**config.mk**
```make
export PLATFORM = sky130hd
export DESIGN_NAME = sprite_x_store
export DESIGN_NICKNAME = d
export VERILOG_FILES = /design/src/rtl/sprite_x_store.sv
export SDC_FILE = /design/constraint.sdc
export NUM_CORES = 1
export LEC_CHECK = 0
export ABC_CLOCK_PERIOD_IN_PS = 3600
export CORE_UTILIZATION = 45
export DETAILED_ROUTE_END_ITERATION = 16
export HOLD_SLACK_MARGIN = 0.15
export PLACE_DENSITY = 0.67
export SYNTH_ARGS = -nofsm -noshare
export SYNTH_HDL_FRONTEND = slang
export SYNTH_SLANG_ARGS = --single-unit
```
**constraint.sdc**
```tcl
create_clock -name clk -period 3.6 [get_ports clk]
set_input_delay 1.08 -clock clk [delete_from_list [all_inputs] [get_ports clk]]
set_output_delay 1.08 -clock clk [all_outputs]
set_load 0.02 [all_outputs]
```
**src/rtl/sprite_x_store.sv**
```systemverilog
// sprite_x_store: parametrised sprite X store and matcher.
//
// During the OAM scan, qualifying sprites are allocated to slots in arrival
// order. Each slot stores X, OAM index and line offset. During pixel output
// the pixel X counter is compared against every valid slot. Matches are
// served lowest-slot-first through a req/ack fetch handshake. A served slot
// is invalidated, so sprites that share an X drain one per handshake while
// stall holds the pixel pipe.
//
// Ports:
//   clk, reset            clock, synchronous active-high reset
//   line_start            per-scanline pulse, clears the store and aborts fetches
//   scan_valid/x/id/line  OAM scan entry to allocate
//   pix_valid, pix_x      live pixel X counter
//   fetch_ack             fetcher consumed the pending request
//   fetch_req/id/line/slot registered fetch request
//   stall                 pixel pipe must hold pix_x
//   hit_mask              per-slot match vector
//   count, full           allocation count and saturation flag
//   overflow              sticky, a qualifying entry was dropped

// One storage slot with its own X comparator.
module sprite_x_slot #(
    parameter int XW  = 8,
    parameter int IDW = 6,
    parameter int LW  = 4
) (
    input  logic           clk,
    input  logic           reset,
    input  logic           clr,
    input  logic           wr,
    input  logic           inv,
    input  logic [XW-1:0]  wx,
    input  logic [IDW-1:0] wid,
    input  logic [LW-1:0]  wline,
    input  logic           pix_valid,
    input  logic [XW-1:0]  pix_x,
    output logic           hit,
    output logic [IDW-1:0] id,
    output logic [LW-1:0]  line
);
    logic          valid;
    logic [XW-1:0] x;

    always_ff @(posedge clk) begin
        if (reset) begin
            valid <= 1'b0;
            x     <= '0;
            id    <= '0;
            line  <= '0;
        end else if (clr) begin
            valid <= 1'b0;
        end else if (wr) begin
            valid <= 1'b1;
            x     <= wx;
            id    <= wid;
            line  <= wline;
        end else if (inv) begin
            valid <= 1'b0;
        end
    end

    assign hit = valid & (x == pix_x) & pix_valid;
endmodule

module sprite_x_store #(
    parameter int SLOTS = 10,
    parameter int XW    = 8,
    parameter int IDW   = 6,
    parameter int LW    = 4
) (
    input  logic             clk,
    input  logic             reset,
    input  logic             line_start,
    input  logic             scan_valid,
    input  logic [XW-1:0]    scan_x,
    input  logic [IDW-1:0]   scan_id,
    input  logic [LW-1:0]    scan_line,
    input  logic             pix_valid,
    input  logic [XW-1:0]    pix_x,
    input  logic             fetch_ack,
    output logic             fetch_req,
    output logic [IDW-1:0]   fetch_id,
    output logic [LW-1:0]    fetch_line,
    output logic [3:0]       fetch_slot,
    output logic             stall,
    output logic [SLOTS-1:0] hit_mask,
    output logic [4:0]       count,
    output logic             full,
    output logic             overflow
);
    typedef enum logic {IDLE, REQ} state_t;

    typedef struct packed {
        logic [IDW-1:0] id;
        logic [LW-1:0]  line;
        logic [3:0]     slot;
    } fetch_t;

    state_t                    state;
    fetch_t                    fr;
    logic [SLOTS-1:0]          raw_hit;
    logic [SLOTS-1:0][IDW-1:0] s_id;
    logic [SLOTS-1:0][LW-1:0]  s_line;
    logic                      alloc, serve, any_hit;
    fetch_t                    sel;

    assign full  = (count == 5'(SLOTS));
    // line_start wins over a same-cycle scan entry or ack; both are dropped.
    assign alloc = scan_valid & ~full & ~line_start & ~reset;
    assign serve = (state == REQ) & fetch_ack & ~line_start & ~reset;

    for (genvar g = 0; g < SLOTS; g++) begin : g_slot
        sprite_x_slot #(.XW(XW), .IDW(IDW), .LW(LW)) u_slot (
            .clk       (clk),
            .reset     (reset),
            .clr       (line_start),
            .wr        (alloc && count == 5'(g)),
            .inv       (serve && fr.slot == 4'(g)),
            .wx        (scan_x),
            .wid       (scan_id),
            .wline     (scan_line),
            .pix_valid (pix_valid),
            .pix_x     (pix_x),
            .hit       (raw_hit[g]),
            .id        (s_id[g]),
            .line      (s_line[g])
        );
    end

    // pix_valid is ignored in the reset cycle.
    assign hit_mask = reset ? '0 : raw_hit;
    assign any_hit  = |hit_mask;

    // Lowest set slot wins: scan high-to-low so the last assignment is lowest.
    always_comb begin
        sel = '0;
        for (int i = SLOTS - 1; i >= 0; i--) begin
            if (hit_mask[i]) begin
                sel.id   = s_id[i];
                sel.line = s_line[i];
                sel.slot = 4'(i);
            end
        end
    end

    // The IDLE term lets the pipe hold pix_x in the cycle a hit is first seen.
    assign stall = ~reset & (((state == IDLE) & any_hit) | (state == REQ));

    always_ff @(posedge clk) begin
        if (reset || line_start) begin
            state     <= IDLE;
            fetch_req <= 1'b0;
            fr        <= '0;
            count     <= '0;
            overflow  <= 1'b0;
        end else begin
            if (scan_valid) begin
                if (!full) count    <= count + 5'd1;
                else       overflow <= 1'b1;
            end
            case (state)
                IDLE: if (any_hit) begin
                    fr        <= sel;
                    fetch_req <= 1'b1;
                    state     <= REQ;
                end
                REQ: if (fetch_ack) begin
                    fetch_req <= 1'b0;
                    state     <= IDLE;
                end
                default: state <= IDLE;
            endcase
        end
    end

    assign fetch_id   = fr.id;
    assign fetch_line = fr.line;
    assign fetch_slot = fr.slot;
endmodule

```
== Word level (Yosys, flattened, before mapping) ==
Index checks and enable logic that the tools add are counted.

* Output and inout port bits: 33
* Logic and storage cells: 198
* Input bits: 32
* Bits in registers: 212

* Bitwise operators: 33
* Reduce and logical (&&, ||, !) cells: 49
* Mux-type cells: 37
* Equality and inequality tests: 31
* $add $sub $neg: 1

{| class="wikitable"
|+ Operator list
! operator !! count
|-
| $mux W14 || 10
|-
| $eq A8 B8 Y1 || 10
|-
| $and A1 B1 Y1 || 28
|-
| $reduce_and A2 Y1 || 14
|-
| $mux W1 || 24
|-
| $eq A5 B3 Y1 const B || 4
|-
| $logic_and A1 B1 Y1 || 20
|-
| $reduce_bool A2 Y1 || 10
|-
| $eq A4 B3 Y1 const B || 4
|-
| $eq A5 B4 Y1 const B || 3
|-
| $eq A5 B2 Y1 const B || 2
|-
| $mux W10 || 1
|-
| $reduce_or A10 Y1 || 1
|-
| $eq A4 B2 Y1 const B || 2
|-
| $eq A4 B4 Y1 const B || 2
|-
| $add A5 B1 Y5 const B || 1
|-
| $eq A5 B1 Y1 const B || 1
|-
| $logic_not A5 Y1 || 1
|-
| $eq A4 B1 Y1 const B || 1
|-
| $logic_not A4 Y1 || 1
|-
| $ne A2 B2 Y1 const B || 2
|-
| $not A1 Y1 || 4
|-
| $pmux W1 S2 || 2
|-
| $reduce_or A2 Y1 || 1
|-
| 2 further kinds || 2
|}

== Longest topological paths before layout ==
* Word-level depth: 14
* Depth in mapped cells: 11
* Depth with buffers taken out: 9

== By module ==
Synthesis repeated with hierarchy kept, for this count alone.

* Cells, all modules: 1262
* Area total of the unflattened synthesis: 10512.6 sq um

{| class="wikitable"
|+ Modules (own cells, without submodules)
! module !! sequential area each (sq um) !! area an instance (sq um) !! instances !! cells each
|-
| sprite_x_slot || 380.4 || 847.1 || 10 || 96
|-
| sprite_x_store || 440.4 || 2042.0 || 1 || 302
|}

== Least setup slack after synthesis ==
Ideal clock, no wire load.

* Path kind: input-to-output
* Start: in pix_valid
* End: out stall
* Path buffers: 2
* Setup slack: -140 ps
* Arrival time: 2660 ps
* Data required time: 2520 ps
* Stages on the path: 10
* Cells stage by stage: nor2b_1 > clkbuf_2 > and3_1 > nand3_2 > inv_2 > or2_1 > buf_4 > nor4_4 > nor2b_1 > nor2_1

* Cells in the longest elaborated chain, start to end: 6
* Elaborated cells on any way between the ends: 15
* Classes of those cells: mux (1); bitwise (13); reduce/logical (1)

{| class="wikitable"
|+ Ends and longest elaborated chain
! element !! RTL line !! source
|-
| start: declaration || 79 || <nowiki>input logic pix_valid,</nowiki>
|-
| $and A1 B1 Y1 || 63 || <nowiki>assign hit = valid & (x == pix_x) & pix_valid;</nowiki>
|-
| $mux W10 (*) || 132 || <nowiki>assign hit_mask = reset ? '0 : raw_hit;</nowiki>
|-
| $reduce_or A10 Y1 (*) || 133 || <nowiki>assign any_hit = |hit_mask;</nowiki>
|-
| $and A1 B1 Y1 (*) || 148 || <nowiki>assign stall = ~reset & (((state == IDLE) & any_hit) | (state == REQ));</nowiki>
|-
| $or A1 B1 Y1 (*) || 148 ||
|-
| $and A1 B1 Y1 (*) || 148 ||
|-
| end: declaration || 86 || <nowiki>output logic stall,</nowiki>
|}

Mark *: on every way between the ends. The rest lies on a longest branch, timed or not.

== Worst setup path in the final report ==
* Start: in pix_x[0]
* End: out stall

* Cells in the longest elaborated chain, start to end: 8
* Elaborated cells on any way between the ends: 35
* Classes of those cells: eq/ne (10); mux (1); bitwise (23); reduce/logical (1)

{| class="wikitable"
|+ Ends and longest elaborated chain
! element !! RTL line !! source
|-
| start: declaration || 80 || <nowiki>input logic [XW-1:0] pix_x,</nowiki>
|-
| $eq A8 B8 Y1 || 63 ||
|-
| $and A1 B1 Y1 (2 in series) || 63 ||
|-
| $mux W10 (*) || 132 ||
|-
| $reduce_or A10 Y1 (*) || 133 ||
|-
| $and A1 B1 Y1 (*) || 148 ||
|-
| $or A1 B1 Y1 (*) || 148 ||
|-
| $and A1 B1 Y1 (*) || 148 ||
|}

Marked as above.

==> impl_metrics.tcl <==
set metrics [dict create \
    htree_levels 1 \
    hp-class "register to register" \
    cts_tree "yes" \
    cp-end-kind "output pin" \
    grt_max_degree 103 \
    synthFlopType "dfxtp_1" \
    ys_async_sr_fraction 0 \
    skew_ns 0.0136 \
    yosysTopAreaCellShare 0.426 \
    die_area_um2 22700 \
    drv_slew 0 \
    antenna_found_initial 0 \
    yosysMostFrequentCell "nand2_1" \
    worst_slew_pin_slew_ns 1.12 \
    outcome "complete, but fails checks" \
    overflow 0 \
    finalHoldViolations 0 \
    vias_per_cell 5.83 \
    grt_pass1_vias 9262 \
    avgSynthCellArea_um2 7.73 \
    gp_congestion 0.943 \
    nets 1453 \
    diodes 0 \
    p_int_w 0.00384 \
    critPathArrivalTime_ns 2.86 \
    clkTransAtPathRegs_ns 0.06 \
    drt_iter0_markers 1130 \
    pwr-share-clk 0.456 \
    ys_seq_area_frac 0.426 \
    critical_path_class "primary input to output pin" \
    synth_area_leaders "dfxtp_1 43%, nand2_1 14%, a21oi_1 11%, xor2_1 4.5%, xnor2_1 2.9%" \
    power.density_nw_per_um2 385 \
    max-cap-violations 0 \
    drc 0 \
    synth_nets 1324 \
    pin_count 65 \
    synth_cell_type_count 60 \
    fmaxAchievable_mhz 254 \
    startpoint_type "primary input" \
    dp_hpwl_um 21200 \
    wl_per_cell_um 20.6 \
    fp-row-count 54 \
    vias 9973 \
    max_slew_margin 0.256 \
    ys_warn_count 0 \
    die_h_um 151 \
    grt_pass1_wl_um 52700 \
    dp_slack_ns -1.11 \
    rrSetupSlack_ns 0.25 \
    synth-edff-count 0 \
    share_comb_of_total_power 0.073 \
    period_share 1.10 \
    violations "negative setup slack" \
    cts_made_buffers 23 \
    grt_setup_unrepaired "true" \
    dr.pass1.iters 6 \
    setup_ws_ns -0.342 \
    netSwitchingFraction 0.236 \
    fillCellCount 1874 \
    drive_above_1_share 0.196 \
    seqPwrFrac 0.470 \
    p_total_w 0.00502 \
    portBuffers 64 \
    die_x_um 151 \
    syn-cell-area_um2 9950 \
    synthCells 1288 \
    core_um2 21800 \
    worstPathMaxFanout 4 \
    wl_um 35300 \
    areaGrowthSynthToFinish_pct 31.2 \
    cts-root-buf "clkbuf_16" \
    start_util 0.457 \
    ir_worst_vdd_uv 264 \
    synthTopCellsByCount "374 x nand2_1, 222 x a21oi_1, 212 x dfxtp_1" \
    clk_path_buf_depth 3 \
    ant_nets 0 \
    min_period_ns 3.94 \
    clk_latency_ns 0.52 \
    p_leak_nw 4.78 \
    ys_ff_latch 212 \
    synth_top_cell_by_area "dfxtp_1" \
    finalSetupViolCount 8 \
    cts_num_sinks 212 \
    required_ns 2.52 \
    track_usage 0.304 \
    p_sw_w 0.00119 \
]
==> power by group through the flow <==
stage	clock network, W	logic, W	registers, W
after detailed placement	0	0.000280	0.00241
after global routing	0.00240	0.000379	0.00236
final	0.00229	0.000367	0.00236
after global placement	0	0.000278	0.00241
after floorplan	0	0.000159	0.00241
after CTS	0.00230	0.000338	0.00236
==> flip-flops by register name (all words and copies together), names as in the netlist <==
name / cells
g_slot.u_slot.valid: 10
fetch_slot: 4
fetch_id: 6
overflow: 1
g_slot.u_slot.line: 40
fetch_req: 1
g_slot.u_slot.id: 60
fetch_line: 4
count: 5
state: 1
g_slot.u_slot.x: 80
==> through the flow <==
stage                     hold slack [ns]  instance area, um^2   util  std cells  setup TNS [ns]
after floorplan                     0.431                10000      -       1288               0
after detailed placement            0.443                11400  0.523       1618          -16.16
final                               0.449                13100  0.600       1711          -0.820
after CTS                           0.451                12800  0.590       1704          -0.534
after global routing                0.468                13100  0.600       1711           -1.08
after global placement              0.437                11400  0.523       1618          -14.83
==> layout make-up <==
class | count | area, um^2 | share of cell area
Tap cell | 280 | 350 | 0.0268
Clock buffer | 34 | 657 | 0.0503
Timing Repair Buffer | 203 | 2040 | 0.157
Multi-Input combinational cell | 954 | 5610 | 0.430
Sequential cell | 212 | 4240 | 0.325
Clock inverter | 5 | 53.8 | 0.00412
Inverter | 23 | 96.3 | 0.00738
==> placed cells by master, fill, tap and decap left out, types with 22 or more instances in the layout <==
cell type,synthesis,routed
dfxtp_1,212,212
nand2_1,374,373
xnor2_1,33,22
buf_6,8,29
a21oi_1,222,221
nor2_1,41,39
nand4_1,28,28
clkdlybuf4s50_1,0,43
clkbuf_16,0,23
buf_4,2,103
xor2_1,51,33
==> per-layer routing <==
layer	GRT usage	routed length, um	vias up
li1	-	-	4579
met1	0.419	14300	4662
met2	0.470	15700	587
met3	0.0515	3710	145
met4	0.120	1560	0
met5	0	0	-
==> critical path, cell delays in order <==
cell,delay [ns]
buf_6,0.11
bufbuf_16,0.27
xor2_1,0.21
nor3_2,0.10
and3_1,0.22
nand2b_4,0.15
nor4_4,0.28
nor2b_4,0.24
nor2_4,0.04
buf_6,0.17
==> cells by family (layout without fill, tap and decap cells) <==
logic type / after synthesis / count (layout) / synth area share
simple gates: 552 / 552 / 0.253
flops: 212 / 212 / 0.426
buf+inv: 122 / 265 / 0.0557
compound gates: 304 / 304 / 0.176
mux: 10 / 10 / 0.0101
xor+xnor: 84 / 84 / 0.0739
fa+ha+maj: 4 / 4 / 0.00503
==> final timing paths <==
check | start | endpoint | depth (start not counted)
setup / recovery | pix_x[0] | stall | 10
hold / removal | g_slot[1].u_slot.line[0]$_SDFFE_PP0P_ | g_slot[1].u_slot.line[0]$_SDFFE_PP0P_ | 2
setup reg to reg | g_slot[1].u_slot.x[0]$_SDFFE_PP0P_ | fetch_id[5]$_SDFFE_PP0P_ | 19
hold reg to reg | g_slot[1].u_slot.line[0]$_SDFFE_PP0P_ | g_slot[1].u_slot.line[0]$_SDFFE_PP0P_ | 2
==> repair_timing <==
item,CTS,global route
cloned,4,0
pin swaps,25,22
endpoints found under the setup margin,11,13
setup buffers,45,10
hold buffers,0,0
resized for setup,165,43
Note: power is estimated with default switching activity, not from simulation.
